===== src/rtl/mem_bus_arbiter_pkg.sv =====
// Shared types and constants for the two-requester memory bus arbiter.
package mem_bus_arbiter_pkg;

   typedef enum logic [1:0] {
      ARB_IDLE   = 2'd0,
      ARB_BUSY_I = 2'd1,
      ARB_BUSY_D = 2'd2
   } arb_state_t;

   typedef enum logic {
      OWNER_I = 1'b0,
      OWNER_D = 1'b1
   } owner_t;

   localparam int unsigned MAX_WAIT_DEFAULT = 15;
   localparam int unsigned WAIT_CNT_W       = 8;

   // Bit positions inside the two-bit request/grant vectors
   localparam int REQ_I = 0;
   localparam int REQ_D = 1;

endpackage


===== src/rtl/mem_bus_arbiter_rr2.sv =====
// Two-input round-robin picker: one-hot grant, ties resolved by last_d.
module arb_rr2
   import mem_bus_arbiter_pkg::*;
(
   input  logic [1:0] req,
   input  logic       last_d,
   output logic [1:0] gnt
);

   // last_d set means D takes the next tie (it is set out of reset and after I is served)
   always_comb begin
      gnt = 2'b00;
      unique case (req)
         2'b01:   gnt[REQ_I] = 1'b1;
         2'b10:   gnt[REQ_D] = 1'b1;
         2'b11: begin
            if (last_d) gnt[REQ_D] = 1'b1;
            else        gnt[REQ_I] = 1'b1;
         end
         default: gnt = 2'b00;
      endcase
   end

endmodule


===== src/rtl/mem_bus_arbiter.sv =====
// Shares one memory port between fetch (I) and load/store (D), one outstanding access, with timeout.
module mem_bus_arbiter
   import mem_bus_arbiter_pkg::*;
#(
   parameter int unsigned AW       = 32,
   parameter int unsigned DW       = 32,
   parameter int unsigned MAX_WAIT = MAX_WAIT_DEFAULT
) (
   input  logic            clk,
   input  logic            rst,
   input  logic            i_req,
   input  logic [AW-1:0]   i_addr,
   output logic            i_gnt,
   output logic            i_rvalid,
   output logic [DW-1:0]   i_rdata,
   output logic            i_err,
   input  logic            d_req,
   input  logic            d_we,
   input  logic [AW-1:0]   d_addr,
   input  logic [DW/8-1:0] d_sel,
   input  logic [DW-1:0]   d_wdata,
   output logic            d_gnt,
   output logic            d_rvalid,
   output logic [DW-1:0]   d_rdata,
   output logic            d_err,
   output logic            m_req,
   output logic            m_we,
   output logic [AW-1:0]   m_addr,
   output logic [DW/8-1:0] m_sel,
   output logic [DW-1:0]   m_wdata,
   input  logic            m_gnt,
   input  logic            m_rvalid,
   input  logic [DW-1:0]   m_rdata,
   output logic            hold_flag_o
);

   localparam logic [WAIT_CNT_W-1:0] WAIT_LIMIT = WAIT_CNT_W'(MAX_WAIT);

   arb_state_t            state, state_next;
   logic [WAIT_CNT_W-1:0] wait_cnt;
   logic                  last_d, last_d_next;
   logic [1:0]            pick;
   owner_t                winner;

   arb_rr2 u_pick (
      .req    ({d_req, i_req}),
      .last_d (last_d),
      .gnt    (pick)
   );

   assign winner = pick[REQ_D] ? OWNER_D : OWNER_I;

   // Counter sits at zero in IDLE, so it reads 0 the cycle after a grant and counts from there
   always_ff @(posedge clk or posedge rst) begin
      if (rst) begin
         state    <= ARB_IDLE;
         wait_cnt <= '0;
         last_d   <= 1'b1;
      end else begin
         state  <= state_next;
         last_d <= last_d_next;
         if (state == ARB_IDLE) wait_cnt <= '0;
         else                   wait_cnt <= wait_cnt + 1'b1;
      end
   end

   // Outputs are forced quiet while reset is asserted so a mid-access reset silences the bus at once
   always_comb begin
      state_next  = state;
      last_d_next = last_d;
      m_req       = 1'b0;
      m_we        = 1'b0;
      m_addr      = '0;
      m_sel       = '0;
      m_wdata     = '0;
      i_gnt       = 1'b0;
      i_rvalid    = 1'b0;
      i_rdata     = '0;
      i_err       = 1'b0;
      d_gnt       = 1'b0;
      d_rvalid    = 1'b0;
      d_rdata     = '0;
      d_err       = 1'b0;
      hold_flag_o = 1'b0;
      if (!rst) begin
         unique case (state)
            ARB_IDLE: begin
               if (pick[REQ_D]) begin
                  m_req   = 1'b1;
                  m_we    = d_we;
                  m_addr  = d_addr;
                  m_sel   = d_sel;
                  m_wdata = d_wdata;
                  d_gnt   = m_gnt;
               end else if (pick[REQ_I]) begin
                  m_req  = 1'b1;
                  m_addr = i_addr;
                  m_sel  = '1;
                  i_gnt  = m_gnt;
               end
               hold_flag_o = d_req && !d_gnt;
               if (m_req && m_gnt) begin
                  state_next  = (winner == OWNER_D) ? ARB_BUSY_D : ARB_BUSY_I;
                  last_d_next = (winner == OWNER_I);
               end
            end
            ARB_BUSY_I: begin
               if (m_rvalid) begin
                  i_rvalid   = 1'b1;
                  i_rdata    = m_rdata;
                  state_next = ARB_IDLE;
               end else if (wait_cnt == WAIT_LIMIT) begin
                  i_rvalid   = 1'b1;
                  i_err      = 1'b1;
                  state_next = ARB_IDLE;
               end
            end
            ARB_BUSY_D: begin
               if (m_rvalid) begin
                  d_rvalid   = 1'b1;
                  d_rdata    = m_rdata;
                  state_next = ARB_IDLE;
               end else if (wait_cnt == WAIT_LIMIT) begin
                  d_rvalid   = 1'b1;
                  d_err      = 1'b1;
                  state_next = ARB_IDLE;
               end
               hold_flag_o = !d_rvalid;
            end
            default: state_next = ARB_IDLE;
         endcase
      end
   end

endmodule


===== config.mk =====
export PLATFORM = sky130hd
export DESIGN_NAME = mem_bus_arbiter
export DESIGN_NICKNAME = d
export VERILOG_FILES = /design/src/rtl/mem_bus_arbiter_pkg.sv /design/src/rtl/mem_bus_arbiter_rr2.sv /design/src/rtl/mem_bus_arbiter.sv
export SDC_FILE = /design/constraint.sdc
export NUM_CORES = 1
export LEC_CHECK = 0
export ABC_CLOCK_PERIOD_IN_PS = 2720
export CORE_AREA = 2 2 109 111
export CTS_CLUSTER_DIAMETER = 30
export DETAILED_ROUTE_END_ITERATION = 8
export DIE_AREA = 0 0 111 113
export PLACE_DENSITY = 0.69
export SKIP_LAST_GASP = 1
export SLEW_MARGIN = 25
export SYNTH_ARGS = -nofsm -noshare
export SYNTH_HDL_FRONTEND = slang
export SYNTH_SLANG_ARGS = --single-unit

===== constraint.sdc =====
create_clock -name clk -period 2.72 [get_ports clk]
set_input_delay 0.544 -clock clk [delete_from_list [all_inputs] [get_ports clk]]
set_output_delay 0.544 -clock clk [all_outputs]
set_load 0.02 [all_outputs]

---- After elaboration in Yosys (flattened, before gate mapping) ----
Cells that the tools add are included.
word-level totals
  flip-flop bits (word level) ............. 11
  logic and storage cells ................. 82
operators by class
  $add $sub $neg .......................... 1
  eq/ne operators ......................... 8
  muxes and demuxes ....................... 60
  bitwise gates (word level) .............. 2
  reductions and logical operators ........ 8
operator list
  kind                 number
  $mux 32              12
  $mux 1               35
  $mux 4               4
  $add 8x1->8 const B  1
  $eq 8x4->1 const B   1
  $mux 2               4
  $mux 8               1
  $eq 2x2->1 const B   3
  $pmux 1 s2           3
  $reduce_and 3->1     2
  $eq 2x1->1 const B   2
  $pmux 2 s2           1
  $ne 3x1->1 const B   1
  $logic_and 1x1->1    2
  $logic_not 1->1      2
  $logic_not 2->1      1
  $ne 2x1->1 const B   1
  $not 1->1            2
  $reduce_or 2->1      1

---- Longest topological paths before layout ----
  depth after elaboration ................. 9
  gate-level depth with buffers ........... 8

---- Cells and area by module ----
Synthesis repeated with hierarchy kept, for this count alone.
unflattened totals
  cell total of the unflattened synthesis .. 296
  area total of the unflattened synthesis .. 1705.4 um2
by module, submodules not included
  module           times used  cells an instance  area each (um2)
  mem_bus_arbiter  1           293                1686.6
  arb_rr2          1           3                  18.8

---- Worst setup path after synthesis ----
No wires, ideal clock.
  path kind ............................... input-to-output
  start point ............................. input i_req
  end point ............................... output m_addr[24]
  arrival time ............................ 1.861 ns
  data required time ...................... 2.176 ns
  setup slack ............................. 0.315 ns
  stages .................................. 6
  path through ............................ clkbuf_1 > nand2b_1 > nand2_1 > clkbuf_1 > nand3_1 > a21oi_1
between the ends
  word-level cells in the longest chain between the ends .. 6
  elaborated cells on any way between the ends .. 9
  those cells by class .................... 3 x eq/ne; 6 x mux
RTL lines
  what                                             line                       source
  from (decl)                                      mem_bus_arbiter.sv:11      input logic i_req,
  $eq 2x2->1 / $eq 2x1->1 (equally long branches)  mem_bus_arbiter_rr2.sv:13  unique case (req)
  $pmux 1 s2                                       mem_bus_arbiter_rr2.sv:13
  $mux 32                                          mem_bus_arbiter.sv:95      end else if (pick[REQ_I]) begin
  $mux 32 *                                        mem_bus_arbiter.sv:88      if (pick[REQ_D]) begin
  $mux 32 *                                        mem_bus_arbiter.sv:86      unique case (state)
  $mux 32 *                                        mem_bus_arbiter.sv:85      if (!rst) begin
  to (decl)                                        mem_bus_arbiter.sv:28      output logic [AW-1:0] m_addr,
Mark *: on every way between the ends. The rest lies on a longest branch, timed or not.

---- Final worst setup path ----
  start point ............................. input i_req
  end point ............................... output i_gnt
between the ends
  word-level cells in the longest chain between the ends .. 6
  elaborated cells on any way between the ends .. 9
  those cells by class .................... 3 x eq/ne; 6 x mux
RTL lines
  what                                             line                       source
  $eq 2x2->1 / $eq 2x1->1 (equally long branches)  mem_bus_arbiter_rr2.sv:13
  $pmux 1 s2                                       mem_bus_arbiter_rr2.sv:13
  $mux 1                                           mem_bus_arbiter.sv:95
  $mux 1 *                                         mem_bus_arbiter.sv:88
  $mux 1 *                                         mem_bus_arbiter.sv:86
  $mux 1 *                                         mem_bus_arbiter.sv:85
  to (decl)                                        mem_bus_arbiter.sv:13      output logic i_gnt,
Marks and branches as above.

==> reports/qor.yml <==
global_route:
  globalRouteOverflowTotal: 0
  grt_pass1_vias: 3229
  antenna_found_initial: 0
  grt_pass1_wl_um: 16100
  grt.total_usage: 0.155
  grt_max_degree: 38
route:
  drt_iter0_drc: 139
  drc: 0
  first_pass_iters: 5
  vias: 3322
  vias_per_cell: 4.44
  final_antenna_net_count: 0
  wl_per_cell_um: 14.0
  wl_um: 10500
timing:
  timing.setup.tns_ns: 0
  fin_crit_sh: 0.957
  rsz0062_at_grt: "false"
  finalCriticalPeriod_ns: 2.60
  worst_pin_slew_ns: 0.355
  fmax_mhz: 384
  final_hold_viol_count: 0
  layout_setup_ws_ns: 0.117
  setup_viol: 0
  maxSlewViolCount: 0
  slew_headroom: 0.763
  skew_ns: 0.00218
placed_design:
  dp_hpwl_um: 9120
  portBuffers: 279
  dpl_cell_area_sq_mm: 0.00492
  preCtsSetupSlack_ns: -0.271
  finalWeightedCongestion: 0.910
cells_and_area:
  diodes: 0
  fill_cells: 1193
  post-route-cell-area_sq_mm: 0.00470
  drive_above_1_share: 0.117
  final_nets: 750
  syn_to_final_growth_pct: 160
run:
  maxCapViolCount: 0
yosys:
  yosys_register_bits: 11
  synth_ff_type: "dfrtp_1"
  syn_inst: 332
  synth-edff-count: 0
  synth_area_leaders: "nor2_1, nand2_1, dfrtp_1"
  ys_types: 26
  synthTopCellsByCount: "nor2_1, nand2_1, nand3_1"
  synth_warnings: 0
  synth_area_per_cell_sq_um: 5.44
  synthArstFlopShare: 1.00
  netlist.top_cell.by_area: "nor2_1"
  synth_top_area_frac: 0.158
  syn_area_sq_mm: 0.00181
  synth.most_common_cell: "nor2_1"
  syn_nets: 475
  synth-seq-area-share: 0.153
clock_tree:
  htree_levels: 1
  clk_latency_ns: 0.24
  cts_buffers: 3
  tritoncts: "built"
  cts_resized: 139
  clock-sinks: 11
  post_cts_buffers: 0
  clkTransAtPathRegs_ns: 0.04
  cts_root_buffer: "clkbuf_16"
  clockBufferDepth: 2
  cts_hold_repair.buffers: 0
critical_path:
  path_class: "input port to output port"
  timing.rr.end: "state[0]"
  critPathRequiredTime_ns: 2.18
  cp.arrival_ns: 2.06
  reg2reg_depth: 5
  end_kind: "output port"
  crit_chain: "clkdlybuf4s50_1, buf_4, nor2_1, nor2_1, and3_1, dlygate4sd2_1"
  startpoint_type: "input port"
  worstPathMaxFanout: 8
  cpMaxStageDelayCell: "clkdlybuf4s50_1"
  crit_path_end: "i_gnt"
  critPathMaxStageDelay_ns: 0.52
  r2r_slack_ns: 0.78
  crit_path_start: "i_req"
  reg2reg_from: "wait_cnt[5]"
  crit_top_cell: "nor2_1"
die:
  io_pins: 280
  rows: 39
  coreArea_sq_mm: 0.0113
  dieWidth_um: 111
  die-height_um: 113
  die_area_sq_mm: 0.0125
  floorplan.initialDensity: 0.160
run_status:
  status: "finished, final reports clean"
power_and_ir_drop:
  power.leakage_uw: 0.00253
  worst_ir_drop_vdd_mv: 0.329
  power_density_mw_per_mm2: 440
  power.total_uw: 2070
worst_hold_path:
  hp-class: "flop to flop"
[worst max-delay path: cells and delay by family]
kind          cells  cell delay [ns]
buf+inv           3             1.05
simple gates      3             0.47
[per-layer routing]
metal  GRT usage  share of wire  up-vias
met4      0.0575          0.025        0
met2       0.294           0.50      184
met1       0.170           0.38     1476
met5           0              0        -
li1            -              -     1644
met3      0.0305          0.090       18
[sequential cells by signal (all words and copies together), names as in the netlist]
register / cells
wait_cnt: 8
state: 2
last_d: 1
[metrics by stage]
stage / std cells / util / hold slack, ns
after floorplan: 332 / - / 0.417
after global placement: 745 / 0.436 / 0.433
after detailed placement: 745 / 0.436 / 0.444
after CTS: 749 / 0.428 / 0.450
after global routing: 749 / 0.417 / 0.488
final: 749 / 0.417 / 0.451
[logic make-up after synthesis]
group / after synthesis / share of synthesized area
simple gates: 231 / 0.571
compound gates: 44 / 0.142
buf+inv: 36 / 0.0769
flops: 11 / 0.153
xor+xnor: 6 / 0.0291
fa+ha+maj: 4 / 0.0277
[area by class of cell]
type,instances,area [sq um],area share
Inverter,3,11.3,0.00239
Sequential cell,11,277,0.0588
Tap cell,143,179,0.0380
Multi-Input combinational cell,285,1400,0.298
Clock buffer,4,78.8,0.0168
Timing Repair Buffer,303,2760,0.586
[cells in the final DEF (no fill, tap or decap), drive strengths merged]
| cell type | count |
|---|---|
| clkdlybuf4s50 | 138 |
| xnor2 | 2 |
| o21a | 2 |
| nand3 | 37 |
| nand2 | 72 |
| dlygate4sd2 | 106 |
| nor2b | 2 |
| nor2 | 76 |
| a221o | 1 |
| clkbuf | 37 |
| or2 | 1 |
| dfstp | 1 |
| buf | 26 |
| and2 | 1 |
| and3 | 37 |
| a21oi | 35 |
| dfrtp | 10 |
| inv | 3 |
| a22o | 3 |
| xor2 | 4 |
| ha | 4 |
| nand2b | 2 |
| nor3 | 2 |
| o21ai | 1 |
| or4 | 1 |
| a31o | 1 |
| o21ba | 1 |
[power breakdown]
group          leakage (uW)  switching [uW]  internal [uW]
sequential         0.000147            28.7            207
combinational       0.00235             897            673
clock             0.0000382            68.7            196
[how the worst min path moves through the flow]
stage                      startpoint           to  slack, ns  cells past startpoint
after floorplan                   rst     state[0]       0.42                      1
final                     wait_cnt[0]  wait_cnt[0]       0.45                      1
after global routing      wait_cnt[0]  wait_cnt[0]       0.49                      1
after CTS                 wait_cnt[0]  wait_cnt[0]       0.45                      1
after detailed placement  wait_cnt[0]  wait_cnt[0]       0.44                      1
after global placement    wait_cnt[0]  wait_cnt[0]       0.43                      1
(Power assumes the default switching activity.)
